`src/rtl/frame_ctrl_pkg.sv`:
```
// Shared types and constants for the autonomous frame-control sequencing master.
package frame_ctrl_pkg;

    typedef enum logic [1:0] {
        IDLE      = 2'd0,
        WAIT_TICK = 2'd1,
        WR_SW0    = 2'd2,
        WR_SW1    = 2'd3
    } fsm_state_t;

    localparam logic [1:0] SW0_ADDR = 2'd0;
    localparam logic [1:0] SW1_ADDR = 2'd1;

    localparam int DEF_PERIOD_W = 24;
    localparam int DEF_FCNT_W   = 16;

endpackage

```
`src/rtl/frame_period_timer.sv`:
```
// Loadable down-counter that paces frames; a load value of 0 behaves like 1.
module frame_period_timer
    import frame_ctrl_pkg::*;
#(
    parameter int PERIOD_W = DEF_PERIOD_W
) (
    input  logic                csi_clk,
    input  logic                rsi_reset,
    input  logic                load,
    input  logic [PERIOD_W-1:0] load_value,
    input  logic                run,
    output logic                zero
);

    logic [PERIOD_W-1:0] count;

    // NOTE: sequential state uses non-blocking assignments so every register samples pre-edge values.
    always_ff @(posedge csi_clk or posedge rsi_reset) begin
        if (rsi_reset) begin
            count <= '0;
        end else if (load) begin
            // max(period,1)-1: a zero period collapses to a single-cycle wait.
            count <= (load_value == '0) ? '0 : load_value - PERIOD_W'(1);
        end else if (run && (count != '0)) begin
            count <= count - PERIOD_W'(1);
        end
    end

    assign zero = (count == '0);

endmodule

```
`src/rtl/frame_sequence_master.sv`:
```
// Avalon-MM master that ping-pongs the SW0/SW1 buffer-select registers once per frame period.
module frame_sequence_master
    import frame_ctrl_pkg::*;
#(
    parameter int PERIOD_W = DEF_PERIOD_W,
    parameter int FCNT_W   = DEF_FCNT_W
) (
    input  logic                csi_clk,
    input  logic                rsi_reset,
    input  logic                coe_c0_enable,
    input  logic [PERIOD_W-1:0] coe_c0_period,
    output logic                coe_c0_busy,
    output logic                coe_c0_bank,
    output logic [FCNT_W-1:0]   coe_c0_frame_cnt,
    output logic [1:0]          avm_m0_address,
    output logic                avm_m0_write,
    output logic [31:0]         avm_m0_writedata,
    input  logic                avm_m0_waitrequest
);

    fsm_state_t        state;
    logic              bank;
    logic [FCNT_W-1:0] frame_cnt;
    logic              timer_load;
    logic              timer_run;
    logic              timer_zero;
    logic              pair_done;

    // Write is always high in the WR states, so acceptance reduces to the slave not stalling.
    assign pair_done  = (state == WR_SW1) && !avm_m0_waitrequest;
    assign timer_load = ((state == IDLE) && coe_c0_enable) || pair_done;
    assign timer_run  = (state == WAIT_TICK);

    frame_period_timer #(
        .PERIOD_W (PERIOD_W)
    ) u_timer (
        .csi_clk    (csi_clk),
        .rsi_reset  (rsi_reset),
        .load       (timer_load),
        .load_value (coe_c0_period),
        .run        (timer_run),
        .zero       (timer_zero)
    );

    always_ff @(posedge csi_clk or posedge rsi_reset) begin
        if (rsi_reset) begin
            state            <= IDLE;
            avm_m0_write     <= 1'b0;
            avm_m0_address   <= '0;
            avm_m0_writedata <= '0;
            bank             <= 1'b0;
            frame_cnt        <= '0;
            coe_c0_busy      <= 1'b0;
        end else begin
            case (state)
                IDLE: begin
                    if (coe_c0_enable) begin
                        state       <= WAIT_TICK;
                        coe_c0_busy <= 1'b1;
                    end
                end
                WAIT_TICK: begin
                    if (!coe_c0_enable) begin
                        state       <= IDLE;
                        coe_c0_busy <= 1'b0;
                    end else if (timer_zero) begin
                        state            <= WR_SW0;
                        avm_m0_write     <= 1'b1;
                        avm_m0_address   <= SW0_ADDR;
                        avm_m0_writedata <= {31'b0, bank};
                    end
                end
                WR_SW0: begin
                    if (!avm_m0_waitrequest) begin
                        state            <= WR_SW1;
                        avm_m0_address   <= SW1_ADDR;
                        avm_m0_writedata <= {31'b0, ~bank};
                    end
                end
                WR_SW1: begin
                    // Enable is only consulted once the pair has landed, so SW0/SW1 never end up equal.
                    if (!avm_m0_waitrequest) begin
                        bank             <= ~bank;
                        frame_cnt        <= frame_cnt + FCNT_W'(1);
                        avm_m0_write     <= 1'b0;
                        avm_m0_address   <= '0;
                        avm_m0_writedata <= '0;
                        if (coe_c0_enable) begin
                            state <= WAIT_TICK;
                        end else begin
                            state       <= IDLE;
                            coe_c0_busy <= 1'b0;
                        end
                    end
                end
                default: begin
                    state <= IDLE;
                end
            endcase
        end
    end

    assign coe_c0_bank      = bank;
    assign coe_c0_frame_cnt = frame_cnt;

endmodule

```
`config.mk`:
```
export PLATFORM = sky130hd
export DESIGN_NAME = frame_sequence_master
export DESIGN_NICKNAME = d
export VERILOG_FILES = /design/src/rtl/frame_ctrl_pkg.sv /design/src/rtl/frame_period_timer.sv /design/src/rtl/frame_sequence_master.sv
export SDC_FILE = /design/constraint.sdc
export NUM_CORES = 1
export LEC_CHECK = 0
export CORE_ASPECT_RATIO = 0.9
export CORE_MARGIN = 3
export CORE_UTILIZATION = 30
export CTS_CLUSTER_SIZE = 28
export DETAILED_ROUTE_END_ITERATION = 7
export PLACE_DENSITY_LB_ADDON = 0.3
export SLEW_MARGIN = 0
export SYNTH_ARGS = -nofsm -noshare
export SYNTH_HDL_FRONTEND = slang
export SYNTH_SLANG_ARGS = --single-unit
export TNS_END_PERCENT = 10
```
`constraint.sdc`:
```
create_clock -name csi_clk -period 2.1 [get_ports csi_clk]
set_input_delay 0.525 -clock csi_clk [delete_from_list [all_inputs] [get_ports csi_clk]]
set_output_delay 0.525 -clock csi_clk [all_outputs]
set_load 0.005 [all_outputs]
```
==> results by group <==
Outcome
  – Status: finished, violations left
  – Failing checks: negative setup slack

Yosys
  – Ys Warns: 0
  – Area leader, netlist: dfrtp_1
  – Ys async rst share: 1.00
  – Syn avg cell area: 9.09 um2
  – Synth top cells by count: 47 x dfrtp_1, 32 x buf_4, 30 x xnor2_1, 24 x nor2_1, 21 x nand2_1
  – Post-synth EDFFs: 0
  – Number of synthesized register bits: 47
  – Area contributors post-synth: dfrtp_1 37%, xnor2_1 8.3%, buf_4 7.6%
  – Number of distinct library cells after synthesis: 56
  – Seq/Total Area, Yosys: 0.372
  – Gate Count Post-Synth: 348
  – Top-count cell post-synth: dfrtp_1
  – Synthesized cell area: 0.00316 mm2
  – Synth Flop Type: dfrtp_1
  – Top cell type's share of synthesized area: 0.372

Worst setup path
  – CP startpoint kind: register
  – Worst reg2reg path startpoint: u_timer.count[19]
  – WS Path Type: reg2reg
  – R2r worst-path depth: 8
  – Crit path arrival time: 2.43 ns
  – R2R Path End: u_timer.count[1]
  – Worst-path fanout max: 7
  – Crit end category: register
  – R2r setup slk: -0.16 ns
  – WP data required: 2.27 ns

Pwr
  – Maximum vdd drop: 325 uV
  – Leak: 2.04 nW
  – Pwr/cell area: 587 mW/mm2
  – Overall Power: 2.76 mW

Drt
  – Via Count: 2,861
  – Initial DRC count: 138
  – Highest routing layer actually used: met4
  – Final ANT Viol Nets: 0
  – Drt total wl: 8080 um
  – WL met2: 3830 um
  – Metal3 WL: 445 um
  – Avg WL per Cell: 13.2 um
  – WL met1: 3740 um
  – Vias per cell: 4.68
  – First-pass iteration count of the detailed router: 4
  – DRC viols: 0

Timing
  – Period utilization: 1.08
  – Worst setup margin: -0.164 ns
  – Clock skew: 0.00354 ns
  – RSZ-0062 raised after global routing: true
  – Minimum clock period: 2.26 ns
  – Fmax: 442 MHz
  – Fin. Hold Viols: 0
  – Final setup viols: 22
  – Worst hold slack: 0.459 ns
  – Slew Viols, Final: 0

Clock network
  – CTS sink cnt: 47
  – Clk_lat worst skew: 0.29 ns
  – Clock transition at path regs: 0.07 ns
  – CTS tree: yes
  – Maximum clock insertion buffer count: 2
  – Root buffer cell: clkbuf_16
  – H-tree depth: 2
  – CTS Buf Count: 5
  – Hold-fix buffers, CTS: 0

Die
  – Num ports: 81
  – Die W: 114 um
  – FP Rows: 34
  – Core area: 0.00995 mm2
  – Die Area: 0.0118 mm2
  – Die height: 103 um
  – Initial Utilization: 0.318

Placed design
  – Port bufs: 48
  – Post-DP HPWL: 6280 um
  – Placed instance area: 0.00433 mm2
  – GPL Wtd Cong: 0.797

Final layout
  – Fin util: 0.473
  – Final Cell Area: 0.00471 mm2
  – Layout cells sized above 1: 0.278
  – Antenna Cells: 0
  – P&R area growth vs syn: 48.8%
  – Final nets: 517

Global route
  – Pin count of the biggest net entering global routing: 41
  – First-pass GRT wire length: 13,100 um
  – Gr ovfl total: 0
  – Initial antenna violation count: 0
  – Via count of the first global-routing pass: 2,760
  – Global Route Usage Sum: 0.137

Run
  – Max_cap viols: 0

Worst hold path
  – Worst min-delay path class: in2async
## final cells by class
cell class | instances | area [um2]
inverter | 10 | 37.5
timing repair buffer | 142 | 1230
clock buffer | 5 | 125
clock inverter | 3 | 46.3
fill | 988 | 5250
tap | 126 | 158
sequential | 47 | 1180
multi-input combinational | 278 | 1930
## critical path, stage by stage, from the launching register on
cell     delay (ns)
dfrtp_1        0.39
or4_4          0.55
or3_4          0.42
o21ai_4        0.22
buf_6          0.17
buf_4          0.12
nor2_1         0.04
a21oi_1        0.14
o22ai_1        0.09
## state kept, by name (all words and copies together), names as in the netlist, named ones only
signal            cells
coe_c0_frame_cnt     16
avm_m0_address        1
avm_m0_writedata      1
coe_c0_bank           1
coe_c0_busy           1
avm_m0_write          1
state                 1
u_timer.count        24
## layout by cell type, fill, tap and decap left out, types with 5 or more instances in the layout
| master | count |
|---|---|
| inv_1 | 9 |
| nand2_1 | 21 |
| clkdlybuf4s50_1 | 43 |
| dlymetal6s2s_1 | 5 |
| conb_1 | 32 |
| o22ai_1 | 18 |
| nor2_1 | 24 |
| nor3_1 | 12 |
| nor3_2 | 5 |
| buf_4 | 89 |
| clkbuf_16 | 5 |
| xor2_1 | 19 |
| nand3_1 | 16 |
| ha_1 | 5 |
| a21oi_1 | 8 |
| xnor2_1 | 29 |
| dfrtp_1 | 47 |
| nand4_1 | 7 |
| o21ai_0 | 5 |
| nor4_1 | 5 |
## stage by stage
stage	setup WS (ns)	TNS, ns	cells
floorplan	-0.0364	-0.179	379
global placement	-0.489	-10.60	600
detailed placement	-0.536	-11.64	600
CTS	-0.0961	-1.03	608
global route	-0.245	-3.55	611
finish	-0.164	-1.31	611
## logic make-up (layout without fill, tap and decap cells)
family / count (synthesis) / count (layout) / share of synthesized area
adder cells (fa/ha/maj): 5 / 5 / 0.0198
XOR/XNOR: 50 / 50 / 0.138
other: 1 / 32 / 0.00119
multiplexers: 3 / 3 / 0.00949
AO/OA/AOI/OAI: 56 / 56 / 0.119
flip-flops: 47 / 47 / 0.372
AND/OR/NAND/NOR: 132 / 132 / 0.234
buffers and inverters: 54 / 160 / 0.106
## power breakdown
group	internal [mW]	leakage [nW]	switching, mW
Clock	0.566	0.0804	0.354
Combinational	0.395	1.35	0.356
Sequential	0.998	0.605	0.0951
Total	1.96	2.04	0.805
## worst max-delay path by stage
stage | startpoint | endpoint | cells past startpoint
global route | u_timer.count[19] | u_timer.count[1] | 8
CTS | u_timer.count[17] | u_timer.count[21] | 7
detailed placement | coe_c0_period[0] | u_timer.count[17] | 9
floorplan | u_timer.count[14] | u_timer.count[11] | 7
finish | u_timer.count[19] | u_timer.count[1] | 8
global placement | coe_c0_period[0] | u_timer.count[12] | 9
## layer usage
| metal | vias to the layer above | track usage |
|---|---|---|
| met2 | 79 | 0.222 |
| li1 | 1452 | - |
| met1 | 1325 | 0.193 |
| met4 | 0 | 0.0329 |
| met3 | 5 | 0.0233 |
| met5 | - | 0 |
## what timing repair did
item	in CTS	in global routing
gates resized for setup	18	25
setup endpoints to repair	27	29
setup buffers	0	3
hold endpoints to repair	0	0
pin swaps	20	16
(Power assumes the default switching activity.)
